[src/rtl/regfile_pkg.sv]
// regfile_pkg: default sizes, width helpers and types shared by the register file
package regfile_pkg;
  localparam int XLEN_D = 32;
  localparam int NREGS_D = 32;
  localparam int NRD_D = 2;
  function automatic int addr_w(input int nregs);
    return $clog2(nregs);
  endfunction
  function automatic int data_w(input int xlen);
    return xlen;
  endfunction
  function automatic int cnt_w(input int nregs);
    return $clog2(nregs + 1);
  endfunction
  typedef logic [addr_w(NREGS_D)-1:0] addr_t;
  typedef logic [data_w(XLEN_D)-1:0] data_t;
endpackage

[src/rtl/regfile_scoreboard.sv]
// regfile_scoreboard: busy bits, allocation handshake and pending count for in-flight destinations
module regfile_scoreboard
  import regfile_pkg::*;
#(
  parameter int NREGS = NREGS_D,
  parameter int ZERO_REG = 1,
  parameter int AW = addr_w(NREGS),
  parameter int PW = cnt_w(NREGS)
) (
  input  logic             clk,
  input  logic             rst_n,
  input  logic             we,
  input  logic [AW-1:0]    rd,
  input  logic             alloc_valid,
  input  logic [AW-1:0]    alloc_rd,
  input  logic             flush,
  output logic             alloc_ready,
  output logic [NREGS-1:0] busy,
  output logic [PW-1:0]    pending
);
  logic wr_hit, al_hit, inc, dec;
  logic [NREGS-1:0] busy_n;
  assign wr_hit = we && !(ZERO_REG != 0 && rd == '0);
  assign alloc_ready = !busy[alloc_rd] || (we && rd == alloc_rd);
  assign al_hit = alloc_valid && alloc_ready && !(ZERO_REG != 0 && alloc_rd == '0);
  assign inc = al_hit && !busy[alloc_rd];
  assign dec = wr_hit && busy[rd] && !(al_hit && alloc_rd == rd);
  // writeback clears first so a same-register allocation leaves the bit set
  always_comb begin
    busy_n = busy;
    if (wr_hit) busy_n[rd] = 1'b0;
    if (al_hit) busy_n[alloc_rd] = 1'b1;
  end
  // flush squashes every busy update; pending tracks the popcount incrementally
  always_ff @(posedge clk) begin
    if (!rst_n || flush) begin
      busy <= '0;
      pending <= '0;
    end else begin
      busy <= busy_n;
      pending <= pending + PW'(inc) - PW'(dec);
    end
  end
endmodule

[src/rtl/regfile_sb.sv]
// regfile_sb: multi-port register file with write bypass, hardwired zero and busy scoreboard
module regfile_sb
  import regfile_pkg::*;
#(
  parameter int XLEN = XLEN_D,
  parameter int NREGS = NREGS_D,
  parameter int NRD = NRD_D,
  parameter int ZERO_REG = 1,
  localparam int AW = addr_w(NREGS),
  localparam int PW = cnt_w(NREGS)
) (
  input  logic                clk,
  input  logic                rst_n,
  input  logic [NRD*AW-1:0]   rs,
  output logic [NRD*XLEN-1:0] rv,
  output logic [NRD-1:0]      rs_busy,
  input  logic                we,
  input  logic [AW-1:0]       rd,
  input  logic [XLEN-1:0]     wdata,
  input  logic                alloc_valid,
  input  logic [AW-1:0]       alloc_rd,
  output logic                alloc_ready,
  input  logic                flush,
  output logic [PW-1:0]       pending
);
  logic [XLEN-1:0] regs [NREGS];
  logic [NREGS-1:0] busy;
  logic wr_hit;
  assign wr_hit = we && !(ZERO_REG != 0 && rd == '0);
  regfile_scoreboard #(.NREGS(NREGS), .ZERO_REG(ZERO_REG), .AW(AW), .PW(PW)) u_sb (
    .clk(clk),
    .rst_n(rst_n),
    .we(we),
    .rd(rd),
    .alloc_valid(alloc_valid),
    .alloc_rd(alloc_rd),
    .flush(flush),
    .alloc_ready(alloc_ready),
    .busy(busy),
    .pending(pending)
  );
  // data storage; flush does not block the writeback commit
  always_ff @(posedge clk) begin
    if (!rst_n) regs <= '{default: '0};
    else if (wr_hit) regs[rd] <= wdata;
  end
  for (genvar i = 0; i < NRD; i++) begin : g_rd
    logic [AW-1:0] a;
    logic z, b;
    assign a = rs[i*AW +: AW];
    assign z = ZERO_REG != 0 && a == '0;
    assign b = wr_hit && rd == a;
    // hardwired zero first, then same-cycle writeback bypass, then storage
    always_comb begin
      rv[i*XLEN +: XLEN] = z ? '0 : b ? wdata : regs[a];
      rs_busy[i] = !z && !b && busy[a];
    end
  end
endmodule

[config.mk]
export PLATFORM = sky130hd
export DESIGN_NAME = regfile_sb
export DESIGN_NICKNAME = d
export VERILOG_FILES = /design/src/rtl/regfile_pkg.sv /design/src/rtl/regfile_scoreboard.sv /design/src/rtl/regfile_sb.sv
export SDC_FILE = /design/constraint.sdc
export NUM_CORES = 2
export LEC_CHECK = 0
export BUFFER_PORTS_ARGS = -buffer_cell sky130_fd_sc_hd__buf_2
export CAP_MARGIN = 40
export CELL_PAD_IN_SITES_DETAIL_PLACEMENT = 1
export CELL_PAD_IN_SITES_GLOBAL_PLACEMENT = 2
export CORE_AREA = 2 2 383 347
export CTS_CLUSTER_SIZE = 25
export DETAILED_ROUTE_END_ITERATION = 10
export DIE_AREA = 0 0 385 349
export PLACE_DENSITY_LB_ADDON = 0.1
export SYNTH_ARGS = -nofsm -noshare
export SYNTH_HDL_FRONTEND = slang
export SYNTH_SLANG_ARGS = --single-unit
export TNS_END_PERCENT = 1
[constraint.sdc]
create_clock -name clk -period 7 [get_ports clk]
set_clock_uncertainty 0.05 [all_clocks]
set_input_delay 1.05 -clock clk [delete_from_list [all_inputs] [get_ports clk]]
set_output_delay 1.05 -clock clk [all_outputs]
set_load 0.01 [all_outputs]
==> results.py <==
metrics = {
    "die": {
        "die_w_um": 385,
        "start_util_pct": 43.8,
        "io_pins": 130,
        "die_area_um2": 134000,
        "design.core.area_um2": 130000,
        "row_count": 126,
        "die_y_um": 349,
    },
    "place": {
        "dp_slack_ns": 1.35,
        "placement.io_buffers": 129,
        "gp_congestion": 0.864,
        "hpwl_um": 142000,
    },
    "clock_network": {
        "cts.sinks": 1062,
        "clock_tree.root_cell": "clkbuf_16",
        "cts_htree_levels": 3,
        "cts_buffer_depth": 3,
        "clk_pin_slew_ns": 0.06,
        "cts_resized": 0,
        "cts_tree": "yes",
        "post_cts_buffers": 0,
        "postCtsHoldBufs": 0,
        "cts_buffers": 121,
        "clock_latency_ns": 0.77,
    },
    "global_routing": {
        "grt_max_degree": 191,
        "grt_pass1_wl_um": 356000,
        "antenna_found_initial": 12,
        "grt_pass1_vias": 50750,
        "track_usage_pct": 36.0,
        "grt_overflow": 0,
    },
    "detailed_routing": {
        "vias_per_cell": 6.42,
        "dr.pass1.iters": 6,
        "wl_um": 246000,
        "ant_nets": 0,
        "routedWlPerCell_um": 31.2,
        "drcViolationCount": 0,
        "vias": 50665,
        "drt_iter0_drc": 4979,
    },
    "worst_setup_path": {
        "cp-end-kind": "output port",
        "slowest_delay_ns": 0.72,
        "cp_num_buf_inv": 3,
        "crit_required_ns": 5.90,
        "critPathLaunch": "rs[5]",
        "critPathLaunchType": "input port",
        "crit_type": "input port to output port",
        "crit_family": "buffers and inverters",
        "cp_slowest_cell": "a31oi_1",
        "worstPathMaxFanout": 70,
        "path_cells": "buf_8 > buf_4 > mux4_2 > a22o_1 > a31oi_1 > a41oi_1 > buf_2",
        "arrival_ns": 4.61,
        "timing.rr.start": "u_sb.busy[2]",
    },
    "power_and_ir_drop": {
        "p_leak_uw": 0.0206,
        "power.density_nw_per_um2": 220,
        "vdd_ir_drop_max_v": 0.000198,
    },
    "finish": {
        "syn2layout_area_growth_pct": 10.3,
        "final_common_cell": "nand2_1",
        "mostFrequentLayoutCells": "nand2_1 (2047), dfxtp_1 (1062), a21boi_0 (992)",
        "nFillCells": 14621,
        "drive_gt1_share_pct": 16.2,
        "layout.nets": 6130,
    },
    "yosys": {
        "async_flop_share_pct": 0,
        "netlist_area_um2": 57100,
        "synth_cells": 6322,
        "postSynthAreaPerCell_um2": 9.03,
        "synth_fp_nets": 6386,
        "synth_top_area_share_pct": 37.2,
        "yosysTopAreaCell": "dfxtp_1",
        "synth_cell_types": 62,
        "synth_flop_cell": "dfxtp_1",
        "seq_area_frac_synth_pct": 37.2,
        "synth_edf_count": 0,
        "ys_warn_count": 0,
        "synth_area_leaders": "dfxtp_1 (37%), mux4_2 (16%), nand2_1 (14%), a21boi_0 (13%), mux2i_1 (5.0%)",
        "synth_seq_cells": 1062,
    },
    "timing": {
        "fin_crit_sh_pct": 81.6,
        "max_freq_mhz": 175,
        "tightest_slew_ns": 1.06,
        "setup_viol": 0,
        "whs_ns": 0.425,
        "setup_ws_ns": 1.29,
        "rsz0062_at_grt": "false",
        "slew_violations": 0,
        "final_hold_viol_count": 0,
        "relSlewSlack_pct": 28.8,
        "tns_ns": 0,
        "post-route-min-period_ns": 5.71,
    },
    "hold_path": {
        "hp-start": "regs[792]",
        "holdCritPathClass": "flop to flop",
    },
    "job": {
        "maxCapViolCount": 0,
    },
    "run_status": {
        "status": "finished, final reports clean",
    },
}
-- worst min-delay path: stages, from the launching register on --
cell and delay [ns]:
dfxtp_1 0.32, nand2_1 0.05, a21boi_0 0.06
-- cell families (layout without fill, tap and decap cells) --
logic type               after synthesis  count (layout)  synth area share [%]
XOR/XNOR                              19              19                 0.292
multiplexers                         699             699                  21.2
AO/OA/AOI/OAI                       1500            1500                  19.8
AND/OR/NAND/NOR                     2342            2342                  16.1
buffers and inverters                693             533                  5.23
flip-flops                          1062            1062                  37.2
other                                  0               3                     0
adder cells (fa/ha/maj)                7               7                 0.167
-- report_power, final --
| group | leakage [uW] | switching (uW) | total, uW | internal (uW) |
|---|---|---|---|---|
| registers | 0.00856 | 36.0 | 6130 | 6090 |
| clock network | 0.00192 | 2810 | 6380 | 3560 |
| logic | 0.0101 | 909 | 1340 | 433 |
-- cells in the mapped netlist, types with 10 or more instances --
cell type,count
a41oi_1,31
a22oi_1,196
o21ai_0,16
a21boi_0,992
o211ai_1,30
buf_6,15
mux4_2,408
nand3_1,73
buf_4,14
a211oi_1,32
a32o_1,20
a22o_1,50
inv_1,12
buf_2,130
clkbuf_1,473
and2_1,42
a31oi_1,31
dfxtp_1,1062
buf_1,18
nor2_1,89
mux2i_1,287
o31ai_1,13
xnor2_1,10
nand2_1,2077
nor2b_1,20
o221ai_1,18
o22ai_1,24
clkbuf_2,30
a21oi_1,28
-- final timing paths --
kind / to / slack [ns] / cells after the start
max reg2reg: u_sb.pending[5] / 3.48 / 13
min reg2reg: regs[792] / 0.43 / 2
min: regs[792] / 0.43 / 2
max: rv[51] / 1.29 / 7
-- registers in the layout, indices dropped and copies added (netlist names) --
register	cells
regs	1024
u_sb.busy	32
u_sb.pending	6
-- routing by layer --
| layer | GRT usage, % | share of wire, % | up-vias |
|---|---|---|---|
| met3 | 7.54 | 8.3 | 574 |
| met5 | 0 | 0.022 | - |
| met1 | 48.7 | 43 | 26259 |
| li1 | - | - | 21679 |
| met2 | 56.6 | 45 | 2143 |
| met4 | 13.4 | 4.1 | 10 |
-- final cells by class --
| type | instances | area (um2) | area share, % |
|---|---|---|---|
| multi-input combinational | 4567 | 33200 | 52.8 |
| sequential | 1062 | 21300 | 33.8 |
| clock buffer | 166 | 3400 | 5.40 |
| timing repair buffer | 302 | 2380 | 3.78 |
| tap | 1728 | 2160 | 3.43 |
| clock inverter | 53 | 459 | 0.729 |
| inverter | 12 | 45.0 | 0.0715 |
| antenna | 3 | 7.51 | 0.0119 |
-- stage by stage --
step / area, um2 / power, uW / cells / util (%)
after floorplan: 57100 / 7050 / 6322 / -
after global placement: 58700 / 7540 / 7647 / 45.0
after detailed placement: 59100 / 7570 / 7667 / 45.3
after CTS: 62900 / 13900 / 7886 / 48.3
after global routing: 63000 / 14200 / 7892 / 48.3
final: 63000 / 13800 / 7893 / 48.3
Note: power is estimated with default switching activity, not from simulation.
